--- src/rtl/pow_res_fifo_if.sv ---
// Handshake bundle between the power pipeline, the result FIFO and its consumer.
// The slave modport is the FIFO's view; the master modport is the pipeline/consumer side.
interface pow_res_fifo_if #(
  parameter int w = 8
);
  logic         in_vld;
  logic [w-1:0] in_data;
  logic         clk_en;
  logic         out_vld;
  logic         out_rdy;
  logic [w-1:0] out_data;

  modport slave (
    input  in_vld, in_data, out_rdy,
    output clk_en, out_vld, out_data
  );

  modport master (
    output in_vld, in_data, out_rdy,
    input  clk_en, out_vld, out_data
  );
endinterface

--- src/rtl/pow_res_fifo.sv ---
// Circular result FIFO behind the power pipeline; back-pressure is turned into a
// combinational clk_en stall so no final-stage result is ever dropped.
module pow_res_fifo #(
  parameter int w     = 8,
  parameter int depth = 4,
  parameter int cnt_w = 16
) (
  input  logic                       clk,
  input  logic                       rst_n,
  pow_res_fifo_if.slave              bus,
  output logic [$clog2(depth):0]     level,
  output logic [cnt_w-1:0]           out_cnt
);
  localparam int aw = $clog2(depth);
  localparam logic [aw:0] full_lvl = (aw+1)'(depth);

  logic [w-1:0]  mem [depth];
  logic [aw-1:0] wr_ptr;
  logic [aw-1:0] rd_ptr;
  logic          push;
  logic          pop;

  function automatic logic [cnt_w-1:0] sat_inc(input logic [cnt_w-1:0] v);
    return (&v) ? v : v + cnt_w'(1);
  endfunction

  // A full FIFO may still accept a word in the same cycle the consumer drains one.
  assign bus.clk_en   = (level != full_lvl) | bus.out_rdy;
  assign bus.out_vld  = (level != '0);
  assign bus.out_data = mem[rd_ptr];

  assign push = bus.clk_en & bus.in_vld;
  assign pop  = bus.out_vld & bus.out_rdy;

  // Storage is data only and deliberately left out of reset.
  always_ff @(posedge clk) begin
    if (push) mem[wr_ptr] <= bus.in_data;
  end

  always_ff @(posedge clk or negedge rst_n) begin
    if (!rst_n) begin
      wr_ptr  <= '0;
      rd_ptr  <= '0;
      level   <= '0;
      out_cnt <= '0;
    end else begin
      if (push) wr_ptr <= wr_ptr + aw'(1);
      if (pop) begin
        rd_ptr  <= rd_ptr + aw'(1);
        out_cnt <= sat_inc(out_cnt);
      end
      case ({push, pop})
        2'b10:   level <= level + (aw+1)'(1);
        2'b01:   level <= level - (aw+1)'(1);
        default: level <= level;
      endcase
    end
  end
endmodule
--- src/flat_wrapper.sv ---
// flat-port wrapper written by rule: the top's interface ports become plain ports
module pow_res_fifo_flat 
#(
  parameter int w     = 8,
  parameter int depth = 4,
  parameter int cnt_w = 16
)
  (clk, rst_n, level, out_cnt, bus_in_vld, bus_in_data, bus_out_rdy, bus_clk_en, bus_out_vld, bus_out_data);
  pow_res_fifo_if #(.w(w)) bus_i ();
  input  logic clk;
  input  logic rst_n;
  output logic [$clog2(depth):0] level;
  output logic [cnt_w-1:0] out_cnt;
  input wire logic [$bits(bus_i.in_vld)-1:0] bus_in_vld;
  input wire logic [$bits(bus_i.in_data)-1:0] bus_in_data;
  input wire logic [$bits(bus_i.out_rdy)-1:0] bus_out_rdy;
  output wire logic [$bits(bus_i.clk_en)-1:0] bus_clk_en;
  output wire logic [$bits(bus_i.out_vld)-1:0] bus_out_vld;
  output wire logic [$bits(bus_i.out_data)-1:0] bus_out_data;
  assign bus_i.in_vld = bus_in_vld;
  assign bus_i.in_data = bus_in_data;
  assign bus_i.out_rdy = bus_out_rdy;
  assign bus_clk_en = bus_i.clk_en;
  assign bus_out_vld = bus_i.out_vld;
  assign bus_out_data = bus_i.out_data;
  pow_res_fifo #(.w(w), .depth(depth), .cnt_w(cnt_w)) u_core (.clk(clk), .rst_n(rst_n), .bus(bus_i), .level(level), .out_cnt(out_cnt));
endmodule
--- config.mk ---
export PLATFORM = sky130hd
export DESIGN_NAME = pow_res_fifo_flat
export DESIGN_NICKNAME = d
export VERILOG_FILES = /design/src/rtl/pow_res_fifo_if.sv /design/src/rtl/pow_res_fifo.sv /design/src/flat_wrapper.sv
export SDC_FILE = /design/constraint.sdc
export NUM_CORES = 1
export LEC_CHECK = 0
export ABC_AREA = 1
export BUFFER_PORTS_ARGS = -buffer_cell sky130_fd_sc_hd__buf_2
export CORE_ASPECT_RATIO = 2
export CORE_MARGIN = 2
export CORE_UTILIZATION = 53
export CTS_BUF_LIST = sky130_fd_sc_hd__clkbuf_4
export DETAILED_ROUTE_END_ITERATION = 16
export PLACE_DENSITY = 0.79
export SYNTH_ARGS = -nofsm -noshare
export SYNTH_HDL_FRONTEND = slang
export SYNTH_SLANG_ARGS = --single-unit
--- constraint.sdc ---
create_clock -name clk -period 1.7 [get_ports clk]
set_input_delay 0.085 -clock clk [delete_from_list [all_inputs] [get_ports clk]]
set_output_delay 0.085 -clock clk [all_outputs]
set_load 0.02 [all_outputs]
---- Word level (Yosys, flattened, before mapping) ----
Memory sizes are Yosys's and may differ from the RTL's.
Index checks and enable logic that the tools add are counted.
storage, ports and cells
  register bits ........................... 23
  bits in writable memories ............... 32
  memories ................................ 1
memories
  memory      words  bits a word  rd ports  clocked after memory_dff  write ports  line                text
  u_core.mem  4      8            1         0                         1            pow_res_fifo.sv:17  logic [w-1:0] mem [depth];
operators by class
  reduce and logical (&&, ||, !) cells .... 4
  equality and inequality tests ........... 3
  muxes and demuxes ....................... 3
  bitwise gates (word level) .............. 4
  add/sub/neg operators ................... 5
operator list
  operator                 number
  $add A16 B1 Y16 const B  1
  $reduce_and A16 Y1       1
  $pmux W3 S2              1
  $add A2 B1 Y2 const B    2
  $add A3 B1 Y3 const B    1
  $ne A3 B3 Y1 const B     1
  $reduce_bool A3 Y1       1
  $sub A3 B1 Y3 const B    1
  $and A1 B1 Y1            2
  $eq A2 B1 Y1 const B     1
  $eq A2 B2 Y1 const B     1
  $mux W1                  2
  $reduce_and A2 Y1        1
  $reduce_bool A2 Y1       1
  $not A1 Y1               1
  $or A1 B1 Y1             1

---- Depth between registers and ports, before layout ----
  word-level depth ........................ 5
  gate-level depth with buffers ........... 10

---- Worst setup path before layout ----
OpenSTA, ideal clock, no wires.
  kind .................................... register to register
  start ................................... register u_core.level[1]
  end ..................................... register u_core.level[2]
  arrival time ............................ 2.047 ns
  data required time ...................... 1.569 ns
  setup time .............................. 0.131 ns
  cell stages (with the launch flop) ...... 10
  slack ................................... -0.478 ns
  cells stage by stage .................... dfrtp_1 > nor2_1 > nand3_1 > nand2_1 > ha_1 > inv_1 > fa_1 > a21oi_1 > o21ai_0 > xor2_1
between the ends
  cells in the longest elaborated chain, start to end .. 5
  elaborated cells between the ends (all ways) .. 11
RTL lines
  element                                                   line                text
  start: declaration                                        pow_res_fifo.sv:11  output logic [$clog2(depth):0] level,
  start signal: assignment                                  pow_res_fifo.sv:53  2'b10: level <= level + (aw+1)'(1);
  start signal: assignment                                  pow_res_fifo.sv:54  2'b01: level <= level - (aw+1)'(1);
  start signal: assignment                                  pow_res_fifo.sv:55  default: level <= level;
  $ne A3 B3 Y1 *                                            pow_res_fifo.sv:28  assign bus.clk_en = (level != full_lvl) | bus.out_rdy;
  $or A1 B1 Y1 *                                            pow_res_fifo.sv:28
  named net bus_clk_en                                      flat_wrapper.sv:17  output wire logic [$bits(bus_i.clk_en)-1:0] bus_clk_en;
  $and A1 B1 Y1 *                                           pow_res_fifo.sv:32  assign push = bus.clk_en & bus.in_vld;
  $eq A2 B1 Y1 / $eq A2 B2 Y1 (equally long branches)       pow_res_fifo.sv:52  case ({push, pop})
  $pmux W3 S2 / $reduce_bool A2 Y1 (equally long branches)  n/a
Mark *: on every way through the listed nets, which the timed path passes. The rest lies on a longest branch.
A chain may end at the register's enable or synchronous reset.

---- Worst setup path in the final report ----
  start ................................... register u_core.level[0]
  end ..................................... register u_core.level[2]
between the ends
  cells in the longest elaborated chain, start to end .. 5
  elaborated cells between the ends (all ways) .. 11
RTL lines
  element                                                   line
  $ne A3 B3 Y1                                              pow_res_fifo.sv:28
  $or A1 B1 Y1                                              pow_res_fifo.sv:28
  $and A1 B1 Y1                                             pow_res_fifo.sv:32
  $eq A2 B1 Y1 / $eq A2 B2 Y1 (equally long branches)       pow_res_fifo.sv:52
  $pmux W3 S2 / $reduce_bool A2 Y1 (equally long branches)  n/a
Parallel ways exist; a longest one is shown, timed or not.

==> results.cfg <==
[setup_path]
arrival_ns = 1.99
start_kind = flip-flop
cp_max_fo = 2
critical_path_class = flip-flop to flip-flop
cp_cell_sequence = nor2_4 -> nand3_4 -> nand2_4 -> ha_4 -> inv_2 -> fa_2 -> a21oi_2 -> o21ai_1 -> xor2_1
reg2reg_slack_ns = -0.02
slowest_delay_ns = 0.45
crit_required_ns = 1.97
crit_slowest_cell = dfrtp_2
crit_path_end_kind = flip-flop

[drt]
wl_met3_um = 157
vias = 1984
met1Wirelength_um = 2188
wl_met2_um = 2586
viasPerCell = 5.113
drt-total-wl_um = 4999
drtIter0Drc = 34
top_layer_used = met4
dr.pass1.iters = 4
drtAntennaViolNets = 0
drc_errors = 0
wl_per_cell_um = 12.88

[pwr]
switching_share = 0.4081
seqPwrFrac = 0.436
ir_worst_vdd_v = 0.0009211
p_int_mw = 2.656
p_leak_nw = 1.371
power.density_nw_per_um2 = 1406
p_sw_mw = 1.832
clkPwrFrac = 0.129
comb_power_share = 0.435

[clocking]
root_buffer = clkbuf_4
clk_pin_slew_worst_paths_ns = 0.15
cts_tree = built
clock_path_buffers = 2
clock_sinks = 55
cts_max_level = 2
cts-buffers-inserted = 5
insertion_delay_ns = 0.37

[sta]
whs_ns = 0.1183
relSlewSlack = 0.6576
max_freq_mhz = 580.6
fin_ws_ns = -0.02244
finalCritPeriodShare = 1.013
hold_violations = 0
layout_min_cycle_time_ns = 1.722
skew_ns = 0.006402
rsz0062_at_grt = yes
finalSetupViolations = 1
max_slew.worst_pin.slew_ns = 0.5136
slew_viol_final = 0

[run_status]
violations = setup timing
outcome = complete, but fails checks

[floorplanning]
die_area_um2 = 5501
start_util = 0.5430
core-area_um2 = 4775
die_w_um = 53.46
fp.dieH_um = 102.9
pin_count = 41
num_rows = 36

[hold_path]
hold_path_class = primary input to flip-flop

[global_route]
gr-total-overflow = 0
antenna_found_initial = 0
grt_max_degree = 24
grt_pass1_wl_um = 7921
grt_pass1_vias = 1818
grt_use_total = 0.1966

[synthesis]
synth_fp_nets = 287
synth-seq-cells = 55
syn_area_per_cell_um2 = 9.673
yosys-top-cells-area = edfxtp_1, dfrtp_1, nand2_1
ys_types = 22
ys_seq_area_frac = 0.5927
syn_inst = 268
synthesis.area_um2 = 2592
yosysWarnings = 0
yosysTopAreaCell = edfxtp_1
yosys.area.top_type_share = 0.3707

[placement]
io_buffers = 40
dp_hpwl_um = 3369
pre_cts_slack_ns = -0.04055
place_inst = 368
dpl_cell_area_um2 = 2958
place_congestion = 0.8222

[final_layout]
num-fill-cells = 402
nets = 349
syn_to_final_growth_pct = 23.12
drive_gt1_frac = 0.2659
final_common_cell = nand2_1
insertedDiodeCount = 0
stdcell_area_um2 = 3192
fin_cells = 388
mostFrequentLayoutCells = nand2_1, buf_2, nor2_1, edfxtp_1, inv_1

[run]
drv_cap = 0
## power groups by stage
stage               Clock (mW)  Combinational (mW)  Sequential (mW)
floorplan                    0                1.15             2.01
global placement             0                1.74             1.94
detailed placement           0                1.80             1.96
CTS                      0.597                1.86             1.94
global route             0.641                2.16             1.99
finish                   0.581                1.95             1.96
## cell families (layout without fill, tap and decap cells)
family / count (synthesis) / in the layout / share of synthesized area
AOI/OAI and AO/OA: 30 / 30 / 0.06612
xor gates and xnor gates: 11 / 11 / 0.03716
adders and majority gates: 7 / 7 / 0.03668
buffers and inverters: 31 / 94 / 0.05067
DFF: 55 / 55 / 0.5927
and+or+nand+nor: 134 / 134 / 0.2167
## cell type report
class / count / area, um^2 / area share
inverters: 25 / 97.59 / 0.03058
well taps: 57 / 71.32 / 0.02234
clock inverters: 2 / 17.52 / 0.005488
flip-flops and latches: 55 / 1543 / 0.4833
multi-input cells: 182 / 993.5 / 0.3113
repair buffers: 60 / 416.7 / 0.1305
clock buffers: 6 / 45.04 / 0.01411
repair inverters: 1 / 7.507 / 0.002352
## what timing repair did
item,4_1_cts,5_1_grt
hold buffers,9,0
pin swaps,4,3
cloned,0,1
endpoints found under the hold margin,55,0
setup buffers,0,2
resized for setup,8,8
setup endpoints to repair,42,31
## critical path, delay by kind of cell, from the launching register on
| kind | cells | cell delay (ns) |
|---|---|---|
| AOI/OAI and AO/OA | 2 | 0.20 |
| and+or+nand+nor | 3 | 0.33 |
| DFF | 1 | 0.45 |
| buffers and inverters | 1 | 0.04 |
| xor gates and xnor gates | 1 | 0.14 |
| adders and majority gates | 2 | 0.47 |
## metal layers
metal	up-vias	track usage
met2	39	0.3286
met5	-	0
met1	934	0.2631
met4	0	0.05325
met3	7	0.03043
li1	1004	-
## worst paths after layout
check | depth (start not counted) | start | endpoint
setup / recovery | 9 | u_core.level[0] | u_core.level[2]
setup reg to reg | 9 | u_core.level[0] | u_core.level[2]
min in group asynchronous | 2 | rst_n | u_core.out_cnt[3]
hold reg to reg | 1 | u_core.out_cnt[6] | u_core.out_cnt[6]
max in group asynchronous | 2 | rst_n | u_core.level[1]
hold / removal | 4 | bus_in_vld | u_core.wr_ptr[0]
## sequential cells by signal, indices dropped and copies added, names as in the netlist
name,cells
u_core.rd_ptr,2
u_core.wr_ptr,2
u_core.out_cnt,16
u_core.level,3
u_core.mem,32
## per-stage QoR
stage | setup TNS, ns | util | power [mW]
after floorplan | -0.2636 | - | 3.165
after global placement | -0.008332 | 0.6195 | 3.682
after detailed placement | -0.3353 | 0.6195 | 3.763
after CTS | -0.01835 | 0.6559 | 4.395
after global routing | -0.1440 | 0.6685 | 4.793
final | -0.02244 | 0.6685 | 4.488
## cells in the mapped netlist, drive strengths merged
cell type	instances
buf	2
a21oi	2
inv	25
clkbuf	4
edfxtp	32
xnor2	6
nor2	42
nand3b	1
o22ai	8
xor2	5
nand2	76
nand3	10
o21ai	20
ha	6
dfrtp	23
fa	1
nand4	5
Note: power is estimated with default switching activity, not from simulation.
